<file path="src/rtl/multi_alarm_clock.sv">
// -----------------------------------------------------------------------------
// multi_alarm_clock
//
// Time-of-day clock (HH:MM:SS) with NUM_ALARMS programmable alarm slots and a
// ringing state machine offering snooze, stop and automatic ring timeout.
//
// Ports
//   clk, rst     : single clock, synchronous active-high reset
//   set_valid    : write request (time or alarm slot)
//   set_ready    : low only while the prescaler sits at its terminal count
//   set_target   : 0..NUM_ALARMS-1 selects an alarm slot, NUM_ALARMS the time
//   set_hour     : hour to load (0..23)
//   set_min      : minute to load (0..59)
//   set_en       : slot enable to load (ignored for time writes)
//   set_err      : one-cycle pulse after a rejected (out-of-range) write
//   snooze, stop : single-cycle user pulses, already debounced
//   tick         : one-cycle pulse, coincident with the new time value
//   hour/min/sec : current time of day
//   alarm_on     : high while RINGING
//   alarm_idx    : slot that caused the current or most recent ring
//   state        : 0 = IDLE, 1 = RINGING, 2 = SNOOZED
// -----------------------------------------------------------------------------
module multi_alarm_clock #(
  parameter int CLK_FREQ   = 50_000_000,
  parameter int TICK_FREQ  = 1,
  parameter int NUM_ALARMS = 4,
  parameter int INIT_HOUR  = 0,
  parameter int INIT_MIN   = 0,
  parameter int ALARM_HOUR = 7,
  parameter int ALARM_MIN  = 30,
  parameter int SNOOZE_MIN = 5,
  parameter int RING_MIN   = 10,
  localparam int AW        = $clog2(NUM_ALARMS + 1)
) (
  input  logic          clk,
  input  logic          rst,
  input  logic          set_valid,
  output logic          set_ready,
  input  logic [AW-1:0] set_target,
  input  logic [4:0]    set_hour,
  input  logic [5:0]    set_min,
  input  logic          set_en,
  output logic          set_err,
  input  logic          snooze,
  input  logic          stop,
  output logic          tick,
  output logic [4:0]    hour,
  output logic [5:0]    min,
  output logic [5:0]    sec,
  output logic          alarm_on,
  output logic [AW-1:0] alarm_idx,
  output logic [1:0]    state
);

  localparam int DIV     = CLK_FREQ / TICK_FREQ;
  localparam int PW      = (DIV > 1) ? $clog2(DIV) : 1;
  localparam int CNT_MAX = (RING_MIN > SNOOZE_MIN) ? RING_MIN : SNOOZE_MIN;
  localparam int CW      = $clog2(CNT_MAX + 1);

  localparam logic [PW-1:0] PRESC_LAST = PW'(DIV - 1);
  localparam logic [AW-1:0] TIME_TGT   = AW'(NUM_ALARMS);
  localparam logic [CW-1:0] RING_LOAD  = CW'(RING_MIN);
  localparam logic [CW-1:0] SNZ_LOAD   = CW'(SNOOZE_MIN);

  typedef enum logic [1:0] {
    S_IDLE = 2'd0,
    S_RING = 2'd1,
    S_SNZ  = 2'd2
  } state_t;

  // Minute counters never go below zero; a boundary seen at zero stays at zero.
  function automatic logic [CW-1:0] dec_sat(input logic [CW-1:0] v);
    return (v == '0) ? '0 : v - CW'(1);
  endfunction

  // Modulo increment used for every field of the time-of-day counter.
  function automatic logic [5:0] inc_wrap(input logic [5:0] v, input logic [5:0] last);
    return (v == last) ? 6'd0 : v + 6'd1;
  endfunction

  logic [PW-1:0] presc_p0;
  logic          presc_last;

  logic [4:0]    hour_p1;
  logic [5:0]    min_p1;
  logic [5:0]    sec_p1;
  logic          vld_p1;

  logic [4:0]    slot_hour [NUM_ALARMS];
  logic [5:0]    slot_min  [NUM_ALARMS];
  logic          slot_en   [NUM_ALARMS];

  logic          wr_acc;
  logic          wr_bad;
  logic          wr_time;
  logic          wr_slot;
  logic [5:0]    hour_inc;

  logic          bnd_p1;
  logic          hit_p1;
  logic [AW-1:0] win_p1;

  state_t        state_r;
  state_t        state_nxt;
  logic [CW-1:0] ring_cnt;
  logic [CW-1:0] ring_nxt;
  logic [CW-1:0] snz_cnt;
  logic [CW-1:0] snz_nxt;
  logic [AW-1:0] idx_nxt;

  // ---------------------------------------------------------------------------
  // Stage p0: prescaler and write-port decode
  // ---------------------------------------------------------------------------
  assign presc_last = (presc_p0 == PRESC_LAST);
  // Refusing writes on the terminal count keeps a load from racing an increment.
  assign set_ready  = ~presc_last;
  assign wr_acc     = set_valid & set_ready;
  assign wr_bad     = (set_hour > 5'd23) || (set_min > 6'd59) || (set_target > TIME_TGT);
  assign wr_time    = wr_acc & ~wr_bad & (set_target == TIME_TGT);
  assign wr_slot    = wr_acc & ~wr_bad & (set_target != TIME_TGT);
  assign hour_inc   = inc_wrap({1'b0, hour_p1}, 6'd23);

  // ---------------------------------------------------------------------------
  // Stage p1: registered time of day, tick and write error
  // ---------------------------------------------------------------------------
  always_ff @(posedge clk) begin
    if (rst) begin
      presc_p0 <= '0;
      hour_p1  <= 5'(INIT_HOUR);
      min_p1   <= 6'(INIT_MIN);
      sec_p1   <= '0;
      vld_p1   <= 1'b0;
      set_err  <= 1'b0;
    end else begin
      set_err <= wr_acc & wr_bad;
      if (wr_time) begin
        // A time load restarts the current second and never raises tick.
        presc_p0 <= '0;
        hour_p1  <= set_hour;
        min_p1   <= set_min;
        sec_p1   <= '0;
        vld_p1   <= 1'b0;
      end else if (presc_last) begin
        presc_p0 <= '0;
        vld_p1   <= 1'b1;
        sec_p1   <= inc_wrap(sec_p1, 6'd59);
        if (sec_p1 == 6'd59) begin
          min_p1 <= inc_wrap(min_p1, 6'd59);
          if (min_p1 == 6'd59) begin
            hour_p1 <= hour_inc[4:0];
          end
        end
      end else begin
        presc_p0 <= presc_p0 + PW'(1);
        vld_p1   <= 1'b0;
      end
    end
  end

  always_ff @(posedge clk) begin
    if (rst) begin
      for (int i = 0; i < NUM_ALARMS; i++) begin
        slot_hour[i] <= (i == 0) ? 5'(ALARM_HOUR) : 5'd0;
        slot_min[i]  <= (i == 0) ? 6'(ALARM_MIN) : 6'd0;
        slot_en[i]   <= (i == 0);
      end
    end else begin
      for (int i = 0; i < NUM_ALARMS; i++) begin
        if (wr_slot && (set_target == AW'(i))) begin
          slot_hour[i] <= set_hour;
          slot_min[i]  <= set_min;
          slot_en[i]   <= set_en;
        end
      end
    end
  end

  assign tick = vld_p1;
  assign hour = hour_p1;
  assign min  = min_p1;
  assign sec  = sec_p1;

  // A boundary is the tick that lands on second zero; matching uses the new
  // time while tick is high, so the FSM reacts on the following edge.
  assign bnd_p1 = vld_p1 & (sec_p1 == 6'd0);

  // Descending scan: the last assignment is the lowest matching slot.
  always_comb begin
    hit_p1 = 1'b0;
    win_p1 = '0;
    for (int i = NUM_ALARMS - 1; i >= 0; i--) begin
      if (slot_en[i] && (slot_hour[i] == hour_p1) && (slot_min[i] == min_p1)) begin
        hit_p1 = 1'b1;
        win_p1 = AW'(i);
      end
    end
  end

  // ---------------------------------------------------------------------------
  // Stage p2: ring FSM state register
  // ---------------------------------------------------------------------------
  always_ff @(posedge clk) begin
    if (rst) begin
      state_r   <= S_IDLE;
      ring_cnt  <= '0;
      snz_cnt   <= '0;
      alarm_idx <= '0;
    end else begin
      state_r   <= state_nxt;
      ring_cnt  <= ring_nxt;
      snz_cnt   <= snz_nxt;
      alarm_idx <= idx_nxt;
    end
  end

  always_comb begin
    state_nxt = state_r;
    ring_nxt  = ring_cnt;
    snz_nxt   = snz_cnt;
    idx_nxt   = alarm_idx;
    unique case (state_r)
      S_IDLE: begin
        if (bnd_p1 && hit_p1) begin
          state_nxt = S_RING;
          ring_nxt  = RING_LOAD;
          idx_nxt   = win_p1;
        end
      end
      S_RING: begin
        if (stop) begin
          state_nxt = S_IDLE;
        end else if (snooze) begin
          state_nxt = S_SNZ;
          snz_nxt   = SNZ_LOAD;
        end else if (bnd_p1) begin
          ring_nxt = dec_sat(ring_cnt);
          if (dec_sat(ring_cnt) == '0) begin
            state_nxt = S_IDLE;
          end
        end
      end
      S_SNZ: begin
        // Snooze pulses are deliberately ignored while already snoozed.
        if (stop) begin
          state_nxt = S_IDLE;
        end else if (bnd_p1) begin
          snz_nxt = dec_sat(snz_cnt);
          if (dec_sat(snz_cnt) == '0) begin
            state_nxt = S_RING;
            ring_nxt  = RING_LOAD;
          end
        end
      end
      default: begin
        state_nxt = S_IDLE;
      end
    endcase
  end

  always_comb begin
    alarm_on = (state_r == S_RING);
  end

  assign state = state_r;

endmodule

</file>
<file path="config.mk">
export PLATFORM = sky130hd
export DESIGN_NAME = multi_alarm_clock
export DESIGN_NICKNAME = d
export VERILOG_FILES = /design/src/rtl/multi_alarm_clock.sv
export SDC_FILE = /design/constraint.sdc
export NUM_CORES = 1
export LEC_CHECK = 0
export ABC_CLOCK_PERIOD_IN_PS = 3900
export BUFFER_PORTS_ARGS = -buffer_cell sky130_fd_sc_hd__buf_2
export CAP_MARGIN = 5
export CORE_MARGIN = 2
export CORE_UTILIZATION = 55
export DETAILED_ROUTE_END_ITERATION = 8
export HOLD_SLACK_MARGIN = 0.12
export PLACE_DENSITY = 0.75
export SYNTH_ARGS = -nofsm -noshare
export SYNTH_HDL_FRONTEND = slang
export SYNTH_SLANG_ARGS = --single-unit
</file>
<file path="constraint.sdc">
create_clock -name clk -period 3.9 [get_ports clk]
set_input_delay 0.585 -clock clk [delete_from_list [all_inputs] [get_ports clk]]
set_output_delay 0.585 -clock clk [all_outputs]
set_load 0.005 [all_outputs]
</file>
Word-level counts from Yosys, hierarchy flattened
Memories as Yosys holds them, arrays and structs flattened.
Index checks and enable logic that the tools add are counted.
Widths: inputs -> output; s select.
{ "totals": {"reg_bits": 58, "mem_bits_rw": 48, "in_bits": 20, "output_inout_bits": 26, "elab_cells": 177, "mem_count": 3} }
{ "op_classes": {"n_addsub": 6, "order_cmp": 3, "n_eq_ne": 31, "mux": 69, "bitwise": 20, "reduce_logical": 35} }
{ "memory_table": {"columns": ["name", "depth", "word_bits", "read_ports", "rd_ports_with_merged_regs", "write_ports", "line_no", "rtl"], "rows": [
  ["slot_min", 4, 6, 4, 0, 4, "90", "logic [5:0] slot_min [NUM_ALARMS];"],
  ["slot_hour", 4, 5, 4, 0, 4, "89", "logic [4:0] slot_hour [NUM_ALARMS];"],
  ["slot_en", 4, 1, 4, 0, 4, "91", "logic slot_en [NUM_ALARMS];"]
]} }
{ "op_table": {"columns": ["cell", "count"], "rows": [
  ["$mux 6", 9],
  ["$mux 4", 13],
  ["$mux 5", 9],
  ["$add 26x1->26 const B", 1],
  ["$eq 26x26->1 const B", 1],
  ["$eq 6x6->1", 4],
  ["$mux 1", 23],
  ["$eq 5x5->1", 4],
  ["$mux 2", 9],
  ["$logic_not 4->1", 4],
  ["$ne 2x2->1 const B", 7],
  ["$logic_and 1x1->1", 13],
  ["$add 6x1->6 const B", 2],
  ["$eq 6x6->1 const B", 2],
  ["$or 1x1->1", 12],
  ["$pmux 4 s3", 1],
  ["$reduce_and 5->1", 2],
  ["$mux 3", 3],
  ["$ne 3x3->1 const B", 3],
  ["$ne 4x3->1 const B", 2],
  ["$pmux 4 s2", 1],
  ["$reduce_and 8->1", 1],
  ["$reduce_bool 2->1", 4],
  ["$sub 4x1->4 const B", 2],
  ["23 further kinds", 32]
]} }

Depth between registers and ports, before layout
{ "logic_depth": {"word_depth": 11, "ltp_mapped": 9, "depth_no_buf": 8} }

Worst setup path before layout
Ideal clock, no wire load.
{ "synth_path": {"path_type": "flip-flop to flip-flop", "startpoint": "register presc_p0[0]", "endpoint": "memory slot_en[1] (enable)", "setup_ns": 0.417, "t_arrival_ns": 2.554, "required_ns": 3.483, "setup_slack_ns": 0.930, "stages_incl_launch_ff": 7, "n_path_buf": 1, "period_less_slack_ns": 2.970, "cell_sequence": "dfxtp_1 -> ha_1 -> and2_1 -> nand2_1 -> nor3_4 -> clkbuf_1 -> o41ai_1"} }
{ "synth_rtl": {"columns": ["item", "line_no", "rtl"], "rows": [
  ["start: declaration", "81", "logic [PW-1:0] presc_p0;"],
  ["start signal: assignment", "154", "presc_p0 <= presc_p0 + PW'(1);"],
  ["end: declaration", "91", null]
]} }

Worst setup path after layout
{ "layout_path": {"startpoint": "register presc_p0[6]", "endpoint": "register min_p1[4], in the netlist min[4]"} }
{ "layout_between": {"elab_chain_len": 7, "elab_cells_between_ends": 9, "classes_between": "eq/ne: 1; mux: 1; bitwise: 4; reduce/logical: 3"} }
{ "layout_rtl": {"columns": ["item", "line_no", "rtl"], "rows": [
  ["$eq 26x26->1 *", "114", "assign presc_last = (presc_p0 == PRESC_LAST);"],
  ["$not 1->1", "116", "assign set_ready = ~presc_last;"],
  ["$and 1x1->1", "117", "assign wr_acc = set_valid & set_ready;"],
  ["$and 1x1->1 (2 in series)", "119", "assign wr_time = wr_acc & ~wr_bad & (set_target == TIME_TGT);"],
  ["$reduce_bool 2->1 (no line)", null, null],
  ["$reduce_and 2->1 (no line)", null, null],
  ["end signal: assignment", "130", "min_p1 <= 6'(INIT_MIN);"],
  ["end signal: assignment", "140", "min_p1 <= set_min;"],
  ["end signal: assignment", "148", "min_p1 <= inc_wrap(min_p1, 6'd59);"],
  ["end: declaration", "85", "logic [5:0] min_p1;"]
]} }
Every way passes the cells marked *; elsewhere a longest branch is shown, timed or not.
A chain may end at the register's enable or synchronous reset.

==> flow_summary.json <==
{
  "floorplan.die_area_um2": 10560,
  "slew_headroom": 0.3920,
  "fin_setup_tns_ns": 0,
  "syn-instance-count": 558,
  "synth_nets": 584,
  "half_perimeter_wire_length_of_the_detailed_placement_result_um": 8820,
  "layout-area-overhead-vs-synth_pct": 9.608,
  "fmax_ghz": 0.3118,
  "average_wire_per_cell_in_the_routed_design_um": 17.71,
  "worstSetupStartpointType": "register",
  "yosysMostFrequentCell": "sky130_fd_sc_hd__dfxtp_1",
  "drive_gt1_frac": 0.1273,
  "netlist.area_leader.share": 0.2631,
  "via_count_of_the_first_global_routing_pass": 4011,
  "drt_first_iter_violations": 307,
  "postRouteWirelength_um": 12790,
  "min_period_over_period": 0.8224,
  "antenna-diode-count": 0,
  "postSynthRegisterBits": 105,
  "num_io_pins": 46,
  "power.share.combinational": 0.065,
  "yosysWarnings": 0,
  "holdBufCountCts": 0,
  "finalWorstPathRequiredPeriod_ns": 3.207,
  "htree_num_levels": 3,
  "die_width_um": 102.8,
  "global_route_wire_length_before_repair_um": 20190,
  "min_delay_path_class": "in2reg",
  "cts-resized-gates": 0,
  "postCtsSetupRepairBufs": 0,
  "firstDrtPassIters": 5,
  "power.sequential.fraction": 0.591,
  "replace_congestion": 0.9109,
  "grt_antenna_before_repair": 0,
  "timing.critical_path.fanout_max": 17,
  "cts_root_buffer": "sky130_fd_sc_hd__clkbuf_8",
  "antenna_left": 0,
  "worst_setup_hold_path_clk_slew_ns": 0.11,
  "internal_power_w": 0.001533,
  "postSynthAreaPerCell_um2": 9.615,
  "timing.final.hold_violations": 0,
  "netlist_top_cells_area": "sky130_fd_sc_hd__edfxtp_1 26%, sky130_fd_sc_hd__dfxtp_1 22%, sky130_fd_sc_hd__xnor2_1 8.2%, sky130_fd_sc_hd__and2_1 4.5%, sky130_fd_sc_hd__nor2_1 3.8%",
  "synth_enable_flop_cells": 47,
  "netlist-cell-type-count": 58,
  "worst-slew-pin-transition_ns": 0.9050,
  "finalSetupViolCount": 0,
  "final-max-slew-violation-count": 0,
  "cts_tree": "built",
  "power_frac_clock": 0.345,
  "buffer_ports.inserted": 44,
  "clock-sinks": 105,
  "core-area_um2": 9639,
  "average_vias_per_placed_instance": 5.911,
  "floorplan.initialDensity": 0.5566,
  "clk_latency_ns": 0.38,
  "net-switching-power_w": 0.0005273,
  "pwr_density_cell_nw_per_um2": 350.3,
  "cts-buffers-inserted": 9,
  "async_flop_share": 0,
  "num_vias": 4268,
  "clock_path_buffers": 2,
  "synth_top_area_cell": "sky130_fd_sc_hd__edfxtp_1",
  "synth_area_um2": 5365,
  "grt_setup_unrepaired": "false",
  "worst_case_vdd_ir_drop_mv": 0.1992,
  "outcome": "completed",
  "switching_share": 0.2560,
  "cp_data_arrival_time_ns": 3.49,
  "worst-setup-path-type": "reg2reg",
  "grt_remaining_overflow": 0,
  "finClkSkew_ns": 0.01608,
  "worst_setup_path_end_kind": "register",
  "filler_cell_count": 845,
  "drv.max_cap_violation_count": 0,
  "number_of_remaining_drc_errors": 0,
  "sequential_cell_area_fraction_in_the_yosys_report": 0.4795,
  "ys_top_cells_by_count": "58 x sky130_fd_sc_hd__dfxtp_1, 55 x sky130_fd_sc_hd__nor2_1, 50 x sky130_fd_sc_hd__xnor2_1",
  "leakage_nw": 2.110,
  "timing.critical_path.required_ns": 4.19,
  "postSynth.topFlopCell": "sky130_fd_sc_hd__dfxtp_1",
  "nets": 610,
  "grt_usage": 0.2535,
  "row_count": 36,
  "pin_count_of_the_biggest_net_entering_global_routing": 28,
  "worst-r2r-setup-slack_ns": 0.69,
  "floorplan.die.height_um": 102.8,
  "report.power.total_w": 0.002060
}
## cell type report
cell class,count,area [µm²],area share
multi-input combinational,405,2621,0.4457
sequential,105,2572,0.4374
timing repair buffer,48,250.2,0.04255
tap,133,166.4,0.02830
clock buffer,10,148.9,0.02532
clock inverter,6,65.06,0.01106
inverter,15,56.30,0.009574
## registers in the layout, summed over array words and instances, names as in the netlist
signal,flops
slot_min,24
min,6
sec,6
hour,5
tick,1
presc_p0,26
set_err,1
ring_cnt,4
slot_hour,20
state,2
alarm_idx,2
snz_cnt,4
slot_en,4
## cells in the final DEF (no fill, tap or decap), drive strengths merged, types with 10 or more instances in the layout
cell,netlist,layout
dfxtp,58,58
nor2,55,55
xnor2,50,50
buf,5,48
edfxtp,47,47
and2,39,39
nand2,32,32
nand3,26,26
nor3,25,25
xor2,21,21
nand4,20,20
inv,15,19
o21ai,14,14
nand2b,11,11
and3,11,11
a21oi,11,11
clkbuf,28,10
## cells by family after synthesis
family | synth area share
compound gates | 0.08699
xor+xnor | 0.1159
fa+ha+maj | 0.01586
buf+inv | 0.03475
flops | 0.4795
mux | 0.005597
other cells | 0.0006990
simple gates | 0.2607
## path summary, 6_finish.rpt
kind	from	end	cells after the start
max	presc_p0[6]$_SDFF_PP0_	min[4]$_SDFFE_PP0P_	6
min	stop	state[1]$_SDFFE_PP0P_	2
max reg2reg	presc_p0[6]$_SDFF_PP0_	min[4]$_SDFFE_PP0P_	6
min reg2reg	presc_p0[0]$_SDFF_PP0_	presc_p0[0]$_SDFF_PP0_	1
## per-stage QoR
stage / worst slack [ns] / area, µm² / instances / hold slack, ns / utilization
final: 0.6928 / 5881 / 722 / 0.4690 / 0.6101
after global routing: 0.5062 / 5881 / 722 / 0.4609 / 0.6101
after CTS: 0.7048 / 5881 / 722 / 0.4577 / 0.6101
after detailed placement: 0.7306 / 5667 / 706 / 0.4730 / 0.5879
after global placement: 0.8492 / 5667 / 706 / 0.4519 / 0.5879
after floorplan: 0.9295 / 5365 / 558 / 0.4350 / -
## per-layer routing
| layer | vias up | global-route usage | part of all wire |
|---|---|---|---|
| met5 | - | 0 | 0 |
| met4 | 0 | 0.08097 | 0.027 |
| met3 | 34 | 0.05288 | 0.069 |
| met2 | 155 | 0.4289 | 0.49 |
| met1 | 2043 | 0.3277 | 0.41 |
| li1 | 2036 | - | - |
## critical path, cell delays in order, from the launching register on
cell                       delay (ns)
sky130_fd_sc_hd__dfxtp_1         0.44
sky130_fd_sc_hd__or4b_1          0.48
sky130_fd_sc_hd__or4_1           0.69
sky130_fd_sc_hd__nor3_4          0.55
sky130_fd_sc_hd__nand3_1         0.24
sky130_fd_sc_hd__or4_1           0.46
sky130_fd_sc_hd__a311oi_1        0.26
## power groups by stage
stage / registers [W] / clock network (W) / logic [W]
2_1_floorplan: 0.00123 / 0 / 0.0000910
3_3_place_gp: 0.00124 / 0 / 0.000128
3_5_place_dp: 0.00124 / 0 / 0.000132
4_1_cts: 0.00122 / 0.000720 / 0.000133
5_1_grt: 0.00122 / 0.000759 / 0.000146
6_report: 0.00122 / 0.000710 / 0.000133
(Power assumes the default switching activity.)
